File: src/rtl/serial_word_receiver.sv
`default_nettype none
// ============================================================================
// Module   : serial_word_receiver
// Purpose  : Receive side of the tick-paced serial link. Samples SI once per
//            tick, recovers framed characters (start 0, data MSB first,
//            stop 1) and packs NBYTES good characters into one word, first
//            character in the MSBs.
// Ports    : clk        - system clock (100 MHz)
//            rst_n      - asynchronous active-low reset
//            tick       - one-cycle bit-period strobe
//            SI         - serial input, idles high
//            pdata      - last good character
//            byte_valid - one-cycle pulse when pdata updates
//            word_out   - last completed word
//            word_valid - one-cycle pulse when word_out updates
//            frame_err  - one-cycle pulse on a bad stop bit
//            busy       - high while a frame is in progress
// Revision : 1.0 - initial release
// ============================================================================
module serial_word_receiver #(
   parameter int WIDTH  = 8,
   parameter int NBYTES = 4
) (
   input  logic                    clk,
   input  logic                    rst_n,
   input  logic                    tick,
   input  logic                    SI,
   output logic [WIDTH-1:0]        pdata,
   output logic                    byte_valid,
   output logic [WIDTH*NBYTES-1:0] word_out,
   output logic                    word_valid,
   output logic                    frame_err,
   output logic                    busy
);

   localparam int c_CNT_W  = (WIDTH  > 1) ? $clog2(WIDTH)  : 1;
   localparam int c_IDX_W  = (NBYTES > 1) ? $clog2(NBYTES) : 1;
   localparam int c_WORD_W = WIDTH * NBYTES;
   localparam logic [c_CNT_W-1:0] c_LAST_BIT = c_CNT_W'(WIDTH - 1);
   localparam logic [c_IDX_W-1:0] c_LAST_IDX = c_IDX_W'(NBYTES - 1);

   typedef enum logic [1:0] {
      S_IDLE = 2'd0,
      S_DATA = 2'd1,
      S_STOP = 2'd2
   } state_t;

   state_t                r_state,      w_state_next;
   logic [WIDTH-1:0]      r_shreg,      w_shreg_next;
   logic [c_CNT_W-1:0]    r_bit_cnt,    w_bit_cnt_next;
   logic [c_IDX_W-1:0]    r_byte_idx,   w_byte_idx_next;
   logic [c_WORD_W-1:0]   r_wbuf,       w_wbuf_next;
   logic [c_WORD_W-1:0]   w_wbuf_ins;
   logic [WIDTH-1:0]      r_pdata,      w_pdata_next;
   logic [c_WORD_W-1:0]   r_word_out,   w_word_out_next;
   logic                  r_byte_valid, w_byte_valid_next;
   logic                  r_word_valid, w_word_valid_next;
   logic                  r_frame_err,  w_frame_err_next;
   logic                  r_busy,       w_busy_next;

   assign pdata      = r_pdata;
   assign byte_valid = r_byte_valid;
   assign word_out   = r_word_out;
   assign word_valid = r_word_valid;
   assign frame_err  = r_frame_err;
   assign busy       = r_busy;

   always_ff @(posedge clk or negedge rst_n) begin
      if (!rst_n) begin
         r_state      <= S_IDLE;
         r_shreg      <= '0;
         r_bit_cnt    <= '0;
         r_byte_idx   <= '0;
         r_wbuf       <= '0;
         r_pdata      <= '0;
         r_word_out   <= '0;
         r_byte_valid <= 1'b0;
         r_word_valid <= 1'b0;
         r_frame_err  <= 1'b0;
         r_busy       <= 1'b0;
      end else begin
         r_state      <= w_state_next;
         r_shreg      <= w_shreg_next;
         r_bit_cnt    <= w_bit_cnt_next;
         r_byte_idx   <= w_byte_idx_next;
         r_wbuf       <= w_wbuf_next;
         r_pdata      <= w_pdata_next;
         r_word_out   <= w_word_out_next;
         r_byte_valid <= w_byte_valid_next;
         r_word_valid <= w_word_valid_next;
         r_frame_err  <= w_frame_err_next;
         r_busy       <= w_busy_next;
      end
   end

   always_comb begin
      w_state_next      = r_state;
      w_shreg_next      = r_shreg;
      w_bit_cnt_next    = r_bit_cnt;
      w_byte_idx_next   = r_byte_idx;
      w_wbuf_next       = r_wbuf;
      w_pdata_next      = r_pdata;
      w_word_out_next   = r_word_out;
      w_byte_valid_next = 1'b0;
      w_word_valid_next = 1'b0;
      w_frame_err_next  = 1'b0;

      // Word buffer with the current character dropped into its slot, so the
      // last character of a word reaches word_out in the same cycle.
      w_wbuf_ins = r_wbuf;
      for (int s = 0; s < NBYTES; s++) begin
         if (r_byte_idx == c_IDX_W'(s)) begin
            w_wbuf_ins[c_WORD_W-1-s*WIDTH -: WIDTH] = r_shreg;
         end
      end

      if (tick) begin
         case (r_state)
            S_IDLE: begin
               // Start bit is taken on a single sample; a glitch is only
               // rejected later by the stop-bit check.
               if (!SI) begin
                  w_state_next   = S_DATA;
                  w_bit_cnt_next = '0;
               end
            end
            S_DATA: begin
               w_shreg_next   = {r_shreg[WIDTH-2:0], SI};
               w_bit_cnt_next = r_bit_cnt + 1'b1;
               if (r_bit_cnt == c_LAST_BIT) begin
                  w_state_next = S_STOP;
               end
            end
            S_STOP: begin
               w_state_next = S_IDLE;
               if (SI) begin
                  w_pdata_next      = r_shreg;
                  w_byte_valid_next = 1'b1;
                  w_wbuf_next       = w_wbuf_ins;
                  if (r_byte_idx == c_LAST_IDX) begin
                     w_word_out_next   = w_wbuf_ins;
                     w_word_valid_next = 1'b1;
                     w_byte_idx_next   = '0;
                  end else begin
                     w_byte_idx_next = r_byte_idx + 1'b1;
                  end
               end else begin
                  // Bad stop bit: the partial word is dropped.
                  w_frame_err_next = 1'b1;
                  w_byte_idx_next  = '0;
               end
            end
            default: begin
               w_state_next = S_IDLE;
            end
         endcase
      end

      w_busy_next = (w_state_next != S_IDLE);
   end

endmodule
`default_nettype wire

File: config.mk
export PLATFORM = sky130hd
export DESIGN_NAME = serial_word_receiver
export DESIGN_NICKNAME = d
export VERILOG_FILES = /design/src/rtl/serial_word_receiver.sv
export SDC_FILE = /design/constraint.sdc
export NUM_CORES = 1
export LEC_CHECK = 0
export ABC_AREA = 1
export CORE_MARGIN = 2
export CORE_UTILIZATION = 54
export CTS_CLUSTER_DIAMETER = 100
export DETAILED_ROUTE_END_ITERATION = 8
export HOLD_SLACK_MARGIN = 0.06
export PLACE_DENSITY = 0.79
export SYNTH_ARGS = -nofsm -noshare
export SYNTH_HDL_FRONTEND = slang
export SYNTH_SLANG_ARGS = --single-unit
File: constraint.sdc
create_clock -name clk -period 1.52 [get_ports clk]
set_input_delay 0.304 -clock clk [delete_from_list [all_inputs] [get_ports clk]]
set_output_delay 0.304 -clock clk [all_outputs]
set_load 0.02 [all_outputs]
Word-level counts from Yosys, hierarchy flattened. Cells that the tools add are included.

Flip-flop bits (word level): 91. Latch bits: 0. RAM bits: 0. ROM bits: 0. Bits of input ports: 4. Output and inout bits: 44. Logic and storage cells: 51. Memories: 0.

Add/sub/neg operators: 2. Multipliers: 0. Divide/modulo/power cells: 0. Order comparisons: 0. Equality and inequality tests: 7. Shift-type cells: 0. Muxes and demuxes: 22. Bitwise gates (word level): 0. Reduce and logical (&&, ||, !) cells: 9.

Operator list (number): two-way mux 8 bit (4); two-way mux 1 bit (10); two-way mux 2 bit (5); equality test 2 bit, second input constant (3); case mux 3 bit (2 select lines) (1); AND reduction 3 bit (2); equality test 2 x 1 -> 1 bit, second input constant (2); zero test 2 bit (2); case mux 2 bit (2 select lines) (1); AND reduction 2 bit (2); AND reduction 4 bit (1); nonzero test 2 bit (2); adder 3 x 1 -> 3 bit, second input constant (1); equality test 3 bit, second input constant (1); two-way mux 3 bit (1); adder 2 x 1 -> 2 bit, second input constant (1); inequality test 2 bit, second input constant (1).

Logic depth before layout (Yosys ltp). Gate-level depths: netlist of run 1.

Depth in word-level cells: 5. Mapped depth: 7. Mapped depth without buffers: 6.

Least setup slack after synthesis of run 1. OpenSTA, ideal clock, no wires.

Path kind: reg2reg. From: register r_byte_idx[0]. To: register r_wbuf[27]. Setup time: 0.130 ns. Arrival time: 1.236 ns. Required time: 1.390 ns. Setup slack: 0.154 ns. Stages on the path, launching flop included: 7. Buffers on the path: 1. Clock period less this slack: 1.366 ns. Cell sequence: dfrtp_1 -> inv_1 -> ha_1 -> clkbuf_1 -> o21ai_0 -> nand2_1 -> o21ai_0.

Word-level cells in the longest chain between the ends: 2.

Ends and longest elaborated chain: from (decl) (RTL line 51) `logic [c_IDX_W-1:0] r_byte_idx, w_byte_idx_next;`; from (signal assigned) (RTL line 85) `r_byte_idx <= w_byte_idx_next;`; zero test 2 bit (RTL line 112) `if (r_byte_idx == c_IDX_W'(s)) begin`; two-way mux 8 bit (RTL line 112); to (signal assigned) (RTL line 86) `r_wbuf <= w_wbuf_next;`; to (decl) (RTL line 52) `logic [c_WORD_W-1:0] r_wbuf, w_wbuf_next;`.

No other way between the ends. A chain may end at the register's enable or synchronous reset.

Worst setup path after layout of run 1. Same ends and word-level chain as after synthesis.

==> results of run 1 <==
==> worst max-delay path, stage by stage, from the launching register on <==
cell and delay, ps:
dfrtp_1 410, inv_1 100, ha_1 250, buf_12 160, o21ai_0 260, nand2_1 80
o21ai_0 80
==> state kept, by name, indices dropped and copies added (netlist names) <==
register    flops
r_byte_idx      2
r_state         2
r_shreg         8
pdata           8
busy            1
r_bit_cnt       3
byte_valid      1
word_out       32
r_wbuf         24
word_valid      1
frame_err       1
==> cell usage in the layout (no fill, tap or decap), drive strengths merged <==
master,synthesis,routed
clkdlybuf4s50,0,2
dfrtp,83,83
bufinv,0,3
dlygate4sd2,0,44
nor2,7,7
a21oi,1,1
clkbuf,6,12
o21ai,63,63
inv,34,34
nand2,191,191
buf,12,15
ha,6,6
nor3,1,1
clkinvlp,0,1
dlygate4sd3,0,1
nand3,7,7
==> cells in the mapped netlist <==
library cell	count	area, sq um
clkbuf_1	6	22.5
ha_1	6	75.1
o21ai_0	62	310
buf_2	10	50.1
buf_6	2	22.5
dfrtp_1	83	2080
nor2_1	5	18.8
nand2_2	1	6.26
nand2_1	189	709
nor2_4	2	22.5
o21ai_1	1	5.00
inv_1	34	128
nor3_1	1	5.00
a21oi_1	1	5.00
nand3_1	7	35.0
nand2_4	1	11.3
==> layout make-up <==
| type | count | area (sq um) | area share, % |
|---|---|---|---|
| clock buffers | 12 | 145 | 3.33 |
| clock inverters | 4 | 97.6 | 2.24 |
| inverters | 34 | 128 | 2.93 |
| multi-input cells | 276 | 1200 | 27.6 |
| flip-flops and latches | 83 | 2080 | 47.6 |
| well taps | 77 | 96.3 | 2.21 |
| repair buffers | 62 | 616 | 14.1 |
==> layer usage <==
metal / up-vias / wire length, microns / GRT usage, %
met2: 81 / 3720 / 36.4
met5: - / 0 / 0
met4: 0 / 180 / 10.2
met3: 21 / 475 / 5.90
met1: 1322 / 3120 / 30.3
li1: 1378 / - / -
==> power by group through the flow <==
| stage | sequential (W) | clock [W] | combinational (W) |
|---|---|---|---|
| finish | 0.00357 | 0.00192 | 0.00268 |
| global route | 0.00366 | 0.00206 | 0.00303 |
| CTS | 0.00357 | 0.00195 | 0.00270 |
| detailed placement | 0.00362 | 0 | 0.00286 |
| global placement | 0.00359 | 0 | 0.00274 |
| floorplan | 0.00379 | 0 | 0.00137 |
==> worst max path at each step <==
stage / startpoint / endpoint / cells past startpoint
after global placement: tick / word_out[8]$_DFFE_PN0P_ / 7
after detailed placement: tick / word_out[5]$_DFFE_PN0P_ / 7
after CTS: r_byte_idx[0]$_DFFE_PN0P_ / r_wbuf[30]$_DFFE_PN0P_ / 6
final: r_byte_idx[0]$_DFFE_PN0P_ / r_wbuf[27]$_DFFE_PN0P_ / 6
after global routing: r_byte_idx[0]$_DFFE_PN0P_ / r_wbuf[26]$_DFFE_PN0P_ / 6
after floorplan: r_byte_idx[0]$_DFFE_PN0P_ / r_wbuf[27]$_DFFE_PN0P_ / 6
==> cells by family (layout without fill, tap and decap cells) <==
logic type	count (synthesis)	in the layout	synth area share [%]
AO/OA/AOI/OAI	64	64	9.14
buffers and inverters	52	112	6.36
flip-flops	83	83	59.3
AND/OR/NAND/NOR	206	206	23.1
adder cells (fa/ha/maj)	6	6	2.14
==> stage by stage <==
| stage | power, W | hold slack, ps | setup WS [ps] | cell area (sq um) |
|---|---|---|---|---|
| 6_report | 0.00817 | 381 | 113 | 4360 |
| 5_1_grt | 0.00875 | 389 | 3.73 | 4360 |
| 3_3_place_gp | 0.00633 | 212 | -74.5 | 4170 |
| 4_1_cts | 0.00821 | 372 | 77.1 | 4360 |
| 3_5_place_dp | 0.00648 | 219 | -104 | 4170 |
| 2_1_floorplan | 0.00515 | 8.41 | 154 | 3500 |
==> what timing repair did <==
item,CTS,global route
gates resized for setup,44,1
endpoints found under the setup margin,44,1
hold buffers,1,0
hold endpoints to repair,20,0
==> impl_metrics.ini, run 1 <==
[clock_tree]
cts_tree = yes
root_buffer = clkbuf_8
insertion_delay_ps = 350
cts_buffer_depth = 2
cts_setup_buffers = 0
cts_made_buffers = 9
clock-sinks = 83
htreeDepth = 3
path_clk_slew_ps = 90

[place]
gp_congestion = 0.781
port_buffers = 47
dp.cells = 531
dp_hpwl_microns = 4900

[grt]
track_usage_pct = 23.0
grt_max_degree = 60
overflow = 0
grt_pass1_vias = 2766
antenna_found_initial = 0
grt_pass1_wl_microns = 12800

[synthesis]
ys_types = 16
synth_seq_cells = 83
synth.avg_cell_area_sq_um = 8.52
yosysWarnings = 0
syn_area_sq_mm = 0.00350
synthCells = 411
synth.net_count = 421
ys_seq_area_share_pct = 59.3

[sta]
fin_worst_skew_ps = 6.96
rsz0062_at_grt = false
min_period_ps = 1410
finalMaxSlewViolations = 0
fmaxAchievable_mhz = 711
fin_crit_sh_pct = 92.6
tns_ps = 0
tightest_slew_ps = 349
hold_viol_final = 0
setup_viol = 0
slew_headroom_pct = 76.7

[power]
p_per_area_mw_per_mm2 = 1870
power.switching_w = 0.00305
combPwrFrac_pct = 32.8
vdd_drop_max_v = 0.000923
power.leakage_nw = 2.38
switching_share_pct = 37.3
seq_power_share_pct = 43.7
intPower_w = 0.00512
clkPwrFrac_pct = 23.5

[detailed_routing]
vias_per_cell = 5.11
wl_microns = 7500
firstDrtPassIters = 4
drc = 0
ant_nets = 0
vias = 2802
drt_iter0_drc = 228
wl_per_cell_microns = 13.7

[finish]
final_util_pct = 69.1
drive_above_1_share_pct = 7.01
fillers = 522
syn2layout_area_growth_pct = 24.5
final_net_count = 476
num_antenna_cells = 0
final_cells = 548

[floorplanning]
die_area_sq_mm = 0.00715
coreArea_sq_mm = 0.00631
start_util_pct = 55.5
io_pins = 48
die_w_microns = 84.5
num_rows = 29
die_h_microns = 84.5

[critical_path]
reg2reg_from = r_byte_idx[0]$_DFFE_PN0P_
crit_type = reg2reg
required_ps = 1790
rrSetupSlack_ps = 110
arrival_ps = 1680
path_max_fanout = 16
r2r_cells = 6
r2r_end = r_wbuf[27]$_DFFE_PN0P_
startpoint_type = flop
worstSetupEndpointType = flop

[min_path]
worstHoldPathType = in2async

[outcome]
outcome = completed

[run]
cap_violations = 0
Note: power is estimated with default switching activity, not from simulation.
==> inputs of run 2 (changes only) <==
--- a/config.mk
+++ b/config.mk
@@ -7,11 +7,12 @@
 export LEC_CHECK = 0
 export ABC_AREA = 1
 export CORE_MARGIN = 2
-export CORE_UTILIZATION = 54
+export CORE_UTILIZATION = 55
 export CTS_CLUSTER_DIAMETER = 100
 export DETAILED_ROUTE_END_ITERATION = 8
+export DONT_BUFFER_PORTS = 1
 export HOLD_SLACK_MARGIN = 0.06
-export PLACE_DENSITY = 0.79
+export PLACE_DENSITY = 0.7
 export SYNTH_ARGS = -nofsm -noshare
 export SYNTH_HDL_FRONTEND = slang
 export SYNTH_SLANG_ARGS = --single-unit
==> impl_metrics.ini, run 2 (same netlist as run 1, synthesis figures left out) <==
[critical_path]
startpoint_type = flop
rrSetupSlack_ps = 130
crit_type = reg2reg
required_ps = 1780
path_max_fanout = 16
arrival_ps = 1650
worstSetupEndpointType = flop

[floorplanning]
die_h_microns = 83.8
start_util_pct = 56.1
coreArea_sq_mm = 0.00624
die_area_sq_mm = 0.00702
num_rows = 29
die_w_microns = 83.8
io_pins = 48

[detailed_routing]
vias_per_cell = 5.12
drt_iter0_drc = 168
firstDrtPassIters = 4
wl_microns = 6930
wl_per_cell_microns = 14.0
drc = 0
ant_nets = 0
vias = 2533

[grt]
grt_max_degree = 84
overflow = 0
grt_pass1_wl_microns = 12300
grt_pass1_vias = 2536
antenna_found_initial = 0
track_usage_pct = 22.5

[run]
cap_violations = 0

[clock_tree]
cts_tree = yes
htreeDepth = 3
cts_setup_buffers = 0
clock-sinks = 83
insertion_delay_ps = 350
path_clk_slew_ps = 90
root_buffer = clkbuf_8
holdBufCountCts = 1
cts_made_buffers = 9
cts_buffer_depth = 2

[finish]
final_net_count = 423
largest_reg_flops = 32
seq_area_sq_mm = 0.00208
syn2layout_area_growth_pct = 9.39
multi_input_area_sq_mm = 0.00121
drive_above_1_share_pct = 6.94
num_antenna_cells = 0
fillers = 558
layout_common_cells = nand2_1 (189), dfrtp_1 (83), o21ai_0 (57)
final_common_cell = nand2_1

[power]
combPwrFrac_pct = 23.6
clkPwrFrac_pct = 23.5
p_per_area_mw_per_mm2 = 1960
seq_power_share_pct = 52.8
vdd_drop_max_v = 0.00103
power_w = 0.00751
power.leakage_nw = 1.98
power.switching_w = 0.00288
intPower_w = 0.00463
switching_share_pct = 38.4

[sta]
rsz0062_at_grt = false
min_period_ps = 1390
fin_worst_skew_ps = 8.09
fmaxAchievable_mhz = 722
finalMaxSlewViolations = 0
hold_viol_final = 83
timing.final.ws_setup_ps = 134
setup_viol = 0
tightest_slew_ps = 358
slew_headroom_pct = 76.1
tns_ps = 0
hold_slack_ps = -364
fin_crit_sh_pct = 91.2

[place]
gp_congestion = 0.821
port_buffers = 0
dp_hpwl_microns = 4510
pre_cts_ws_ps = 37.6

[outcome]
violations = hold timing
outcome = finished with violations

[min_path]
worstHoldPathType = in2async
run 2: cell count changes in the layout (fill, tap and decap cells not counted), sizes merged:
cell,delta
bufinv,-1
buf,-7
clkbuf,-1
clkinvlp,-1
dlygate4sd2,-44
clkdlybuf4s50,-2
clkinv,+3
run 2: stage by stage:
stage	hold slack [ps]	utilization, %	instances	instance area (sq um)
finish	-364	61.4	495	3830
global route	-385	61.4	495	3830
CTS	-378	61.3	495	3830
detailed placement	10.9	57.5	478	3590
global placement	10.7	57.5	478	3590
floorplan	8.41	-	411	3500
run 2: layout make-up:
type	count	share of cell area [%]
inverters	34	3.33
repair buffers	9	2.48
clock buffers	11	3.69
flip-flops and latches	83	54.2
multi-input cells	276	31.5
clock inverters	5	2.25
well taps	77	2.51
run 2: repair_timing:
item | CTS | global route
setup endpoints to repair | 0 | 35
endpoints found under the hold margin | 85 | 83
gates resized for setup | 0 | 7
run 2: layer usage:
metal	global-route usage (%)	share of wire, %	vias to the layer above
met5	0	0	-
met4	10.7	2.3	0
met3	5.54	4.1	14
met2	34.8	46	51
met1	30.0	48	1193
li1	-	-	1275
run 2: path summary, 6_finish.rpt:
kind	from	endpoint	cells past startpoint
hold / removal	rst_n	word_valid$_DFF_PN0_	0
hold reg to reg	r_bit_cnt[1]$_DFFE_PN0P_	r_bit_cnt[1]$_DFFE_PN0P_	2
min in group clk	tick	frame_err$_DFF_PN0_	2
max in group asynchronous	rst_n	word_out[2]$_DFFE_PN0P_	0
setup reg to reg	r_byte_idx[0]$_DFFE_PN0P_	r_wbuf[9]$_DFFE_PN0P_	6
setup / recovery	r_byte_idx[0]$_DFFE_PN0P_	r_wbuf[9]$_DFFE_PN0P_	6
run 2: critical path: stages, from the launching register on:
cell and delay [ps]:
dfrtp_1 410, inv_1 100, ha_1 250, buf_12 160, o21ai_0 230, nand2_1 70, o21ai_0 80
run 2: power groups by stage:
stage | Clock (W) | Sequential, W | Combinational, W
finish | 0.00177 | 0.00397 | 0.00178
global route | 0.00189 | 0.00407 | 0.00212
CTS | 0.00180 | 0.00397 | 0.00177
detailed placement | 0 | 0.00402 | 0.00175
global placement | 0 | 0.00400 | 0.00167
floorplan | 0 | 0.00379 | 0.00137
==> inputs of run 3 (changes only) <==
--- a/config.mk
+++ b/config.mk
@@ -6,13 +6,14 @@
 export NUM_CORES = 1
 export LEC_CHECK = 0
 export ABC_AREA = 1
+export CAP_MARGIN = 40
 export CORE_MARGIN = 2
 export CORE_UTILIZATION = 55
 export CTS_CLUSTER_DIAMETER = 100
 export DETAILED_ROUTE_END_ITERATION = 8
 export DONT_BUFFER_PORTS = 1
 export HOLD_SLACK_MARGIN = 0.06
-export PLACE_DENSITY = 0.7
+export PLACE_DENSITY_LB_ADDON = 0.05
 export SYNTH_ARGS = -nofsm -noshare
 export SYNTH_HDL_FRONTEND = slang
 export SYNTH_SLANG_ARGS = --single-unit
==> impl_metrics.ini, run 3 (same netlist as run 1, synthesis figures left out) <==
[outcome]
outcome = finished with violations
violations = hold timing

[sta]
fin_crit_sh_pct = 89.3
min_period_ps = 1360
setup_viol = 0
fin_worst_skew_ps = 6.76
slew_headroom_pct = 75.6
finalMaxSlewViolations = 0
hold_viol_final = 83
rsz0062_at_grt = false
fmaxAchievable_mhz = 736
tns_ps = 0
tightest_slew_ps = 367
hold_slack_ps = -351

[critical_path]
worstSetupEndpoint = r_wbuf[25]$_DFFE_PN0P_
crit_family = buffers and inverters
rrSetupSlack_ps = 160
cp_cell_sequence = inv_1 -> nand2_2 -> nor2_4 -> buf_4 -> o21ai_0
path_max_fanout = 31
worstSetupEndpointType = flop
critPathSlowestCell = dfrtp_1
crit_type = reg2reg
crit_cells = 5
r2r_end = r_wbuf[25]$_DFFE_PN0P_
startpoint_type = flop
crit_path_max_incr_delay_ps = 380
reg2reg_from = r_state[0]$_DFF_PN0_
worst-path-buf-inv = 2
cp-startpoint = r_state[0]$_DFF_PN0_
arrival_ps = 1570
r2r_cells = 5
required_ps = 1730

[finish]
syn2layout_area_growth_pct = 10.4
final_net_count = 427
final_common_cell = nand2_1
layout_common_cells = nand2_1 (189), dfrtp_1 (83), o21ai_0 (61)
drive_above_1_share_pct = 7.58
num_antenna_cells = 0
largest_reg_flops = 32

[floorplanning]
coreArea_sq_mm = 0.00624
start_util_pct = 56.1
die_h_microns = 83.8
die_w_microns = 83.8
num_rows = 29
io_pins = 48
die_area_sq_mm = 0.00702

[detailed_routing]
drc = 0
ant_nets = 0
wl_microns = 6940
firstDrtPassIters = 4
vias = 2534
vias_per_cell = 5.08
wl_per_cell_microns = 13.9
drt_iter0_drc = 164

[grt]
grt_pass1_wl_microns = 11900
grt_max_degree = 84
track_usage_pct = 21.4
antenna_found_initial = 0
grt_pass1_vias = 2519
met2_usage_pct = 35.2
grt_use_met1_pct = 28.9
top_usage_layer = met2
use_met3_pct = 4.55
overflow = 0

[min_path]
worstHoldPathType = in2async

[clock_tree]
cts_made_buffers = 9
holdBufCountCts = 1
clock-sinks = 83
cts_buffer_depth = 2
cts_setup_buffers = 0
insertion_delay_ps = 340
root_buffer = clkbuf_8
htreeDepth = 3
cts_tree = yes
path_clk_slew_ps = 80

[power]
power.leakage_nw = 2.01
p_per_area_mw_per_mm2 = 1960
vdd_drop_max_v = 0.00114

[place]
port_buffers = 0
dp_hpwl_microns = 4490
gp_congestion = 0.747

[run]
cap_violations = 0
==> run 3: changes by cell type in the layout (fill, tap and decap cells not counted), sizes merged <==
cell,before,now
buf,8,12
==> run 3: through the flow <==
step	cells	total power [W]	cell area [sq um]	worst slack, ps	util (%)
CTS	499	0.00764	3870	142	62.0
global route	499	0.00815	3870	18.3	62.0
global placement	482	0.00581	3630	182	58.2
finish	499	0.00759	3870	162	62.0
floorplan	411	0.00515	3500	154	-
detailed placement	482	0.00588	3630	165	58.2
==> run 3: final cells by class <==
type	count	area [sq um]
Fill cell	563	2370
Sequential cell	83	2080
Multi-Input combinational cell	276	1200
Clock buffer	11	151
Timing Repair Buffer	13	138
Inverter	34	128
Tap cell	77	96.3
Clock inverter	5	75.1
==> run 3: repair_timing <==
| action | in CTS | in global routing |
|---|---|---|
| hold endpoints to repair | 84 | 83 |
| gates resized for setup | 0 | 1 |
| setup endpoints to repair | 0 | 1 |
==> run 3: worst min path at each step <==
stage / slack [ps] / start / depth (start not counted) / end
detailed placement: 10 / rst_n / 0 / word_valid$_DFF_PN0_
CTS: -360 / rst_n / 0 / word_valid$_DFF_PN0_
finish: -350 / rst_n / 0 / word_valid$_DFF_PN0_
global placement: 10 / rst_n / 0 / word_out[24]$_DFFE_PN0P_
floorplan: 8 / rst_n / 0 / busy$_DFF_PN0_
global route: -370 / rst_n / 0 / word_valid$_DFF_PN0_
==> run 3: metal layers <==
metal / wire length [microns] / vias to the layer above
li1: - / 1276
met1: 3250 / 1198
met2: 3360 / 51
met3: 251 / 9
met4: 81 / 0
met5: 0 / -
==> run 3: power breakdown <==
group          total (W)  switching [W]  internal (W)  leakage (nW)
combinational    0.00184        0.00112      0.000727         0.823
sequential       0.00398       0.000989       0.00300          1.07
clock            0.00176       0.000755       0.00101         0.119
total            0.00759        0.00286       0.00473          2.01
